File: src/rtl/event_axis_streamer_pkg.sv
// Shared types and defaults for the event FIFO to AXI4-Stream packetiser.
// Header layout: {magic[15:0], words per event[15:0], packet sequence number[31:0]}.
package event_axis_streamer_pkg;

    typedef enum logic [1:0] {
        IDLE   = 2'd0,
        HEADER = 2'd1,
        STREAM = 2'd2,
        FLUSH  = 2'd3
    } stream_state_t;

    localparam int          WORDS_PER_EVENT_DEF = 16;
    localparam int          DATA_WIDTH_DEF      = 64;
    localparam logic [15:0] HEADER_MAGIC_DEF    = 16'hE7D0;
    localparam int          SKID_DEPTH          = 2;

    function automatic logic [63:0] pack_header(input logic [15:0] magic,
                                                input logic [15:0] words,
                                                input logic [31:0] seq);
        return {magic, words, seq};
    endfunction

endpackage

File: src/rtl/event_axis_streamer_skid.sv
// Two-entry skid buffer between the FIFO read pipeline and the AXI4-Stream master port.
// Latency: one cycle from input push to output valid; outputs come straight from registers.
// Backpressure: in_rdy_o depends only on the spare slot, never combinationally on out_rdy_i.
module event_axis_streamer_skid #(
    parameter int WIDTH = 65
) (
    input  logic             clk,
    input  logic             aresetn,
    input  logic             in_vld_i,
    input  logic [WIDTH-1:0] in_dat_i,
    output logic             in_rdy_o,
    output logic             out_vld_o,
    output logic [WIDTH-1:0] out_dat_o,
    input  logic             out_rdy_i,
    output logic [1:0]       count_o
);

    logic             out_vld_q, out_vld_d;
    logic [WIDTH-1:0] out_dat_q, out_dat_d;
    logic             spare_vld_q, spare_vld_d;
    logic [WIDTH-1:0] spare_dat_q, spare_dat_d;
    logic             push;
    logic             pop;

    assign in_rdy_o  = !spare_vld_q;
    assign out_vld_o = out_vld_q;
    assign out_dat_o = out_dat_q;
    assign count_o   = {1'b0, out_vld_q} + {1'b0, spare_vld_q};

    assign push = in_vld_i & in_rdy_o;
    assign pop  = out_vld_q & out_rdy_i;

    // The spare slot only fills while the output register is held, so it is
    // always the older entry and drains into the output register first.
    always_comb begin
        out_vld_d   = out_vld_q;
        out_dat_d   = out_dat_q;
        spare_vld_d = spare_vld_q;
        spare_dat_d = spare_dat_q;
        if (!out_vld_q || pop) begin
            if (spare_vld_q) begin
                out_vld_d   = 1'b1;
                out_dat_d   = spare_dat_q;
                spare_vld_d = 1'b0;
            end else begin
                out_vld_d = push;
                if (push) begin
                    out_dat_d = in_dat_i;
                end
            end
        end else if (push) begin
            spare_vld_d = 1'b1;
            spare_dat_d = in_dat_i;
        end
    end

    always_ff @(posedge clk or negedge aresetn) begin
        if (!aresetn) begin
            out_vld_q   <= 1'b0;
            out_dat_q   <= '0;
            spare_vld_q <= 1'b0;
            spare_dat_q <= '0;
        end else begin
            out_vld_q   <= out_vld_d;
            out_dat_q   <= out_dat_d;
            spare_vld_q <= spare_vld_d;
            spare_dat_q <= spare_dat_d;
        end
    end

endmodule

File: src/rtl/event_axis_streamer.sv
// Drains the event FIFO and emits each event as one header beat plus WORDS_PER_EVENT payload beats.
// Latency: header valid 2 cycles after empty_i falls in IDLE, then one beat per cycle while data and tready allow.
// Backpressure: tready low stalls FIFO reads; the 2-entry skid buffer absorbs the read already in flight.
module event_axis_streamer
    import event_axis_streamer_pkg::*;
#(
    parameter int          WORDS_PER_EVENT = WORDS_PER_EVENT_DEF,
    parameter int          DATA_WIDTH      = DATA_WIDTH_DEF,
    parameter logic [15:0] HEADER_MAGIC    = HEADER_MAGIC_DEF
) (
    input  logic                  clk,
    input  logic                  aresetn,
    input  logic                  empty_i,
    input  logic [DATA_WIDTH-1:0] dout_i,
    output logic                  rd_en_o,
    output logic [DATA_WIDTH-1:0] m_axis_tdata,
    output logic                  m_axis_tvalid,
    input  logic                  m_axis_tready,
    output logic                  m_axis_tlast,
    output logic [31:0]           events_sent_o,
    output logic                  busy_o
);

    localparam int               CNT_W    = $clog2(WORDS_PER_EVENT + 1);
    localparam logic [CNT_W-1:0] WORDS    = CNT_W'(WORDS_PER_EVENT);
    localparam logic [CNT_W-1:0] LAST_IDX = CNT_W'(WORDS_PER_EVENT - 1);

    stream_state_t    state_q, state_d;
    logic [CNT_W-1:0] rd_cnt_q, rd_cnt_d;
    logic [31:0]      events_q, events_d;
    logic             inflight_q;
    logic             inflight_last_q;

    logic                  hdr_vld;
    logic                  rd_window;
    logic                  rd_en;
    logic                  skid_in_vld;
    logic [DATA_WIDTH:0]   skid_in_dat;
    logic                  skid_in_rdy;
    logic                  skid_out_vld;
    logic [DATA_WIDTH:0]   skid_out_dat;
    logic [1:0]            skid_count;
    logic                  push_acc;
    logic                  beat_pop;
    logic [2:0]            occ_next;
    logic [DATA_WIDTH-1:0] header_word;

    assign header_word = DATA_WIDTH'(pack_header(HEADER_MAGIC, 16'(WORDS_PER_EVENT), events_q));
    assign beat_pop    = skid_out_vld & m_axis_tready;

    // The first payload read is issued while the header is being pushed, so the
    // payload beats follow the header back-to-back. A read is only issued when the
    // skid buffer is guaranteed a free slot on the cycle its data returns.
    always_comb begin
        state_d   = state_q;
        rd_cnt_d  = rd_cnt_q;
        events_d  = events_q;
        hdr_vld   = 1'b0;
        rd_window = 1'b0;
        case (state_q)
            IDLE: begin
                rd_cnt_d = '0;
                if (!empty_i) begin
                    state_d = HEADER;
                end
            end
            HEADER: begin
                hdr_vld   = 1'b1;
                rd_window = skid_in_rdy;
                if (skid_in_rdy) begin
                    state_d = STREAM;
                end
            end
            STREAM: begin
                rd_window = 1'b1;
                if (rd_cnt_q == WORDS) begin
                    state_d = FLUSH;
                end
            end
            FLUSH: begin
                if (beat_pop && m_axis_tlast) begin
                    state_d  = IDLE;
                    events_d = events_q + 32'd1;
                end
            end
            default: state_d = IDLE;
        endcase

        skid_in_vld = hdr_vld | inflight_q;
        skid_in_dat = inflight_q ? {inflight_last_q, dout_i} : {1'b0, header_word};
        push_acc    = skid_in_vld & skid_in_rdy;
        occ_next    = {1'b0, skid_count} + {2'b00, push_acc} - {2'b00, beat_pop};

        rd_en = rd_window & !empty_i & (rd_cnt_q < WORDS) & (occ_next < 3'd2);
        if (rd_en) begin
            rd_cnt_d = rd_cnt_q + CNT_W'(1);
        end
    end

    always_ff @(posedge clk or negedge aresetn) begin
        if (!aresetn) begin
            state_q         <= IDLE;
            rd_cnt_q        <= '0;
            events_q        <= '0;
            inflight_q      <= 1'b0;
            inflight_last_q <= 1'b0;
        end else begin
            state_q         <= state_d;
            rd_cnt_q        <= rd_cnt_d;
            events_q        <= events_d;
            inflight_q      <= rd_en;
            inflight_last_q <= rd_en & (rd_cnt_q == LAST_IDX);
        end
    end

    event_axis_streamer_skid #(
        .WIDTH (DATA_WIDTH + 1)
    ) u_skid (
        .clk       (clk),
        .aresetn   (aresetn),
        .in_vld_i  (skid_in_vld),
        .in_dat_i  (skid_in_dat),
        .in_rdy_o  (skid_in_rdy),
        .out_vld_o (skid_out_vld),
        .out_dat_o (skid_out_dat),
        .out_rdy_i (m_axis_tready),
        .count_o   (skid_count)
    );

    assign rd_en_o       = rd_en;
    assign m_axis_tvalid = skid_out_vld;
    assign m_axis_tdata  = skid_out_dat[DATA_WIDTH-1:0];
    assign m_axis_tlast  = skid_out_dat[DATA_WIDTH];
    assign events_sent_o = events_q;
    assign busy_o        = (state_q != IDLE);

endmodule

File: config.mk
export PLATFORM = sky130hd
export DESIGN_NAME = event_axis_streamer
export DESIGN_NICKNAME = d
export VERILOG_FILES = /design/src/rtl/event_axis_streamer_pkg.sv /design/src/rtl/event_axis_streamer_skid.sv /design/src/rtl/event_axis_streamer.sv
export SDC_FILE = /design/constraint.sdc
export NUM_CORES = 1
export LEC_CHECK = 0
export CELL_PAD_IN_SITES_DETAIL_PLACEMENT = 0
export CELL_PAD_IN_SITES_GLOBAL_PLACEMENT = 1
export CORE_ASPECT_RATIO = 2
export CORE_UTILIZATION = 41
export DETAILED_ROUTE_END_ITERATION = 10
export GPL_TIMING_DRIVEN = 1
export HOLD_SLACK_MARGIN = 0.06
export PLACE_DENSITY = 0.78
export SYNTH_ARGS = -nofsm -noshare
export SYNTH_HDL_FRONTEND = slang
export SYNTH_HIERARCHICAL = 1
export SYNTH_SLANG_ARGS = --single-unit
File: constraint.sdc
create_clock -name clk -period 3.4 [get_ports clk]
set_input_delay 0.34 -clock clk [delete_from_list [all_inputs] [get_ports clk]]
set_output_delay 0.34 -clock clk [all_outputs]
set_load 0.005 [all_outputs]
==> flow_summary_export.csv <==
group,metric,value,unit
logic_synthesis,ys_ff_latch,173,
power_and_ir_drop,power_density,740,nW/um^2
place,dpl_worst_slack,171,ps
logic_synthesis,synth_cells,618,
grt,grt_max_degree,82,
logic_synthesis,ys_types,45,
logic_synthesis,synth_edf_count,0,
worst_setup_path,worstPathRequired,3060,ps
clock_tree,ctsHtreeMaxLevel,4,
logic_synthesis,async_reset_ff_share,100,%
grt,gr-total-overflow,0,
timing,fin_setup_tns,0,ps
worst_setup_path,cp_common_cell,"ha_1",
worst_setup_path,cp_top_family,"adder cells",
cells_and_area,fill_cells,1765,
floorplan,row_count,75,
place,gp_congestion,0.743,
cells_and_area,multi_input_area,4120,sq um
clock_tree,cts_root_buf,"clkbuf_16",
clock_tree,cts.clk_slew.worst_paths,60,ps
cells_and_area,insertedDiodeCount,0,
power_and_ir_drop,vdd_ir_drop_max,463,uV
clock_tree,clock_sinks,173,
logic_synthesis,mappedNetlistNets,697,
logic_synthesis,synth_warnings,6,
timing,finalCritPeriodShare,94.8,%
timing,slew_viol_final,0,
logic_synthesis,synthTopCellsByArea,"dfrtp_1, mux2_2, mux2_4",
cells_and_area,syn2layout_area_growth,28.9,%
timing,timing.final.ws_setup,177,ps
clock_tree,cts_tree,"built",
timing,tightest_slew,893,ps
cells_and_area,seqCellArea,4330,sq um
worst_setup_path,startpoint_type,"register",
logic_synthesis,synth_commonest_cells,"dfrtp_1, mux2_2, mux2_4, mux2_1",
logic_synthesis,synthMostInstantiatedCell,"dfrtp_1",
timing,slew_headroom,40.5,%
timing,finalClockSkew,5.89,ps
logic_synthesis,synth-seq-area-share,49.7,%
floorplan,die_w,105,um
timing,setup_viol,0,
worst_setup_path,crit_slowest_cell,"fa_1",
timing,fmax,310,MHz
floorplan,die_h,208,um
worst_setup_path,crit_type,"register to primary output",
logic_synthesis,syn_area,8710,sq um
clock_tree,cts_buffers,17,
worst_setup_path,cp.arrival,2880,ps
drt,ant_nets,0,
worst_setup_path,path_cells,"ha_1 > or2_2 > nand2_1 > ha_1 > nand2b_1 > fa_1 > nand4bb_1 > nor3_2 > clkbuf_2",
drt,drc,0,
cells_and_area,fin_nets,867,
timing,rsz0062_at_grt,"no",
floorplan,dieArea,21900,sq um
hold_path,hold_path.class,"register to register",
worst_setup_path,cp_max_fo,4,
place,portBuffers,167,
drt,drtIter0Drc,133,
logic_synthesis,synthFlopType,"dfrtp_1",
drt,drt_first_pass_iters,4,
worst_setup_path,cp.buffers_inverters,1,
power_and_ir_drop,leakagePower,5.03,nW
logic_synthesis,avgSynthCellArea,14.1,sq um
flow_run,drv_cap,0,
outcome,outcome,"finished, final reports clean",
cells_and_area,layout-drive-gt1-share,29.1,%
drt,drt_wl_total,19400,um
logic_synthesis,synth.top_cell.area_share,49.7,%
cells_and_area,post-route-util,53.7,%
drt,vias_per_cell,5.05,
timing,hold_viol_final,0,
floorplan,coreArea,20900,sq um
clock_tree,clk_latency,430,ps
floorplan,initial_core_util,41.6,%
logic_synthesis,yosysTopAreaCell,"dfrtp_1",
worst_setup_path,slowest_delay,490,ps
grt,track_usage,19.1,%
worst_setup_path,endpoint_kind,"primary output",
timing,post-route-min-period,3220,ps
drt,routedWlPerCell,18.1,um
clock_tree,clockBufferDepth,2,
grt,grt_pass1_wl,32200,um
grt,antenna_found_initial,0,
drt,vias,5400,
floorplan,boundaryPins,168,
grt,grt_pass1_vias,6183,
place,dp_hpwl,13500,um
report_power, final:
part	switching [mW]	internal (mW)	leakage, nW
Combinational	1.37	1.87	2.45
Sequential	0.351	2.66	2.28
Clock	0.809	1.24	0.300
Total	2.53	5.78	5.03
layer usage:
metal	routed length [um]	GRT usage, %	vias to the layer above
met5	0	0	-
met4	464	8.55	0
met3	521	3.29	25
met2	11300	36.7	107
met1	7050	19.7	2759
li1	-	-	2509
per-stage QoR:
stage                     hold slack (ps)  instance area [sq um]  total power, mW  std cells
after floorplan                      44.4                   8710             5.17        618
after global placement                430                  10600             6.22       1036
after detailed placement              445                  10600             6.33       1036
after CTS                             483                  11200             8.42       1070
after global routing                  500                  11200             8.76       1070
final                                 482                  11200             8.31       1070
path summary, 6_finish.rpt:
check	startpoint	to	cells past startpoint	slack, ps
min in group asynchronous	aresetn	u_skid/out_dat_o[9]	2	520
min	u_skid/spare_dat_q[50]	u_skid/spare_dat_q[50]	1	480
max in group asynchronous	aresetn	u_skid/out_dat_o[40]	3	1970
max reg2reg	state_q[0]	rd_cnt_q[2]	12	420
max	state_q[0]	rd_en_o	9	180
min reg2reg	u_skid/spare_dat_q[50]	u_skid/spare_dat_q[50]	1	480
flip-flops by register name, indices dropped and copies added (netlist names):
signal	cells
events_sent_o	32
inflight_last_q	1
inflight_q	1
rd_cnt_q	5
state_q	2
u_skid/out_dat_o	65
u_skid/out_vld_o	1
u_skid/spare_dat_q	65
u_skid/spare_vld_q	1
cell families after synthesis:
kind of cell	Yosys count	share of synthesized area (%)
AOI/OAI and AO/OA	12	0.848
xor gates and xnor gates	33	3.32
adders and majority gates	11	1.67
buffers and inverters	38	3.12
DFF	173	49.7
muxes	226	32.2
and+or+nand+nor	125	9.14
timing repair:
item | CTS | global route
buffers inserted | 1 | 0
resized for setup | 1 | 2
endpoints found under the setup margin | 1 | 1
hold buffers | 1 | 0
pin swaps | 1 | 1
hold endpoints to repair | 79 | 0
gates cloned | 0 | 0
layout make-up:
| cell class | instances | area share, % |
|---|---|---|
| sequential | 173 | 38.6 |
| multi-input combinational | 407 | 36.7 |
| timing repair buffer | 179 | 15.9 |
| clock buffer | 20 | 3.98 |
| tap | 269 | 3.00 |
| clock inverter | 12 | 1.50 |
| inverter | 10 | 0.334 |
cell usage in the layout, fill, tap and decap left out, types with 3 or more instances in the layout:
| cell type | synthesis | layout |
|---|---|---|
| clkinv_2 | 0 | 5 |
| ha_1 | 10 | 10 |
| clkdlybuf4s50_1 | 0 | 165 |
| and4_4 | 3 | 3 |
| inv_1 | 10 | 10 |
| xor2_1 | 8 | 8 |
| nand3_1 | 12 | 12 |
| bufinv_16 | 0 | 4 |
| nand4_1 | 8 | 8 |
| nand2b_1 | 11 | 11 |
| nand3_2 | 4 | 4 |
| o21ai_0 | 6 | 6 |
| buf_4 | 1 | 9 |
| and2_1 | 26 | 26 |
| mux2_1 | 61 | 61 |
| and3_1 | 5 | 5 |
| nor2_1 | 9 | 9 |
| clkbuf_16 | 0 | 17 |
| nand2_1 | 26 | 26 |
| nor3_2 | 4 | 4 |
| xnor2_1 | 25 | 25 |
| dfrtp_1 | 173 | 171 |
| mux2_2 | 96 | 96 |
| mux2_4 | 69 | 69 |
No activity file was read; power rests on OpenSTA's default activity.
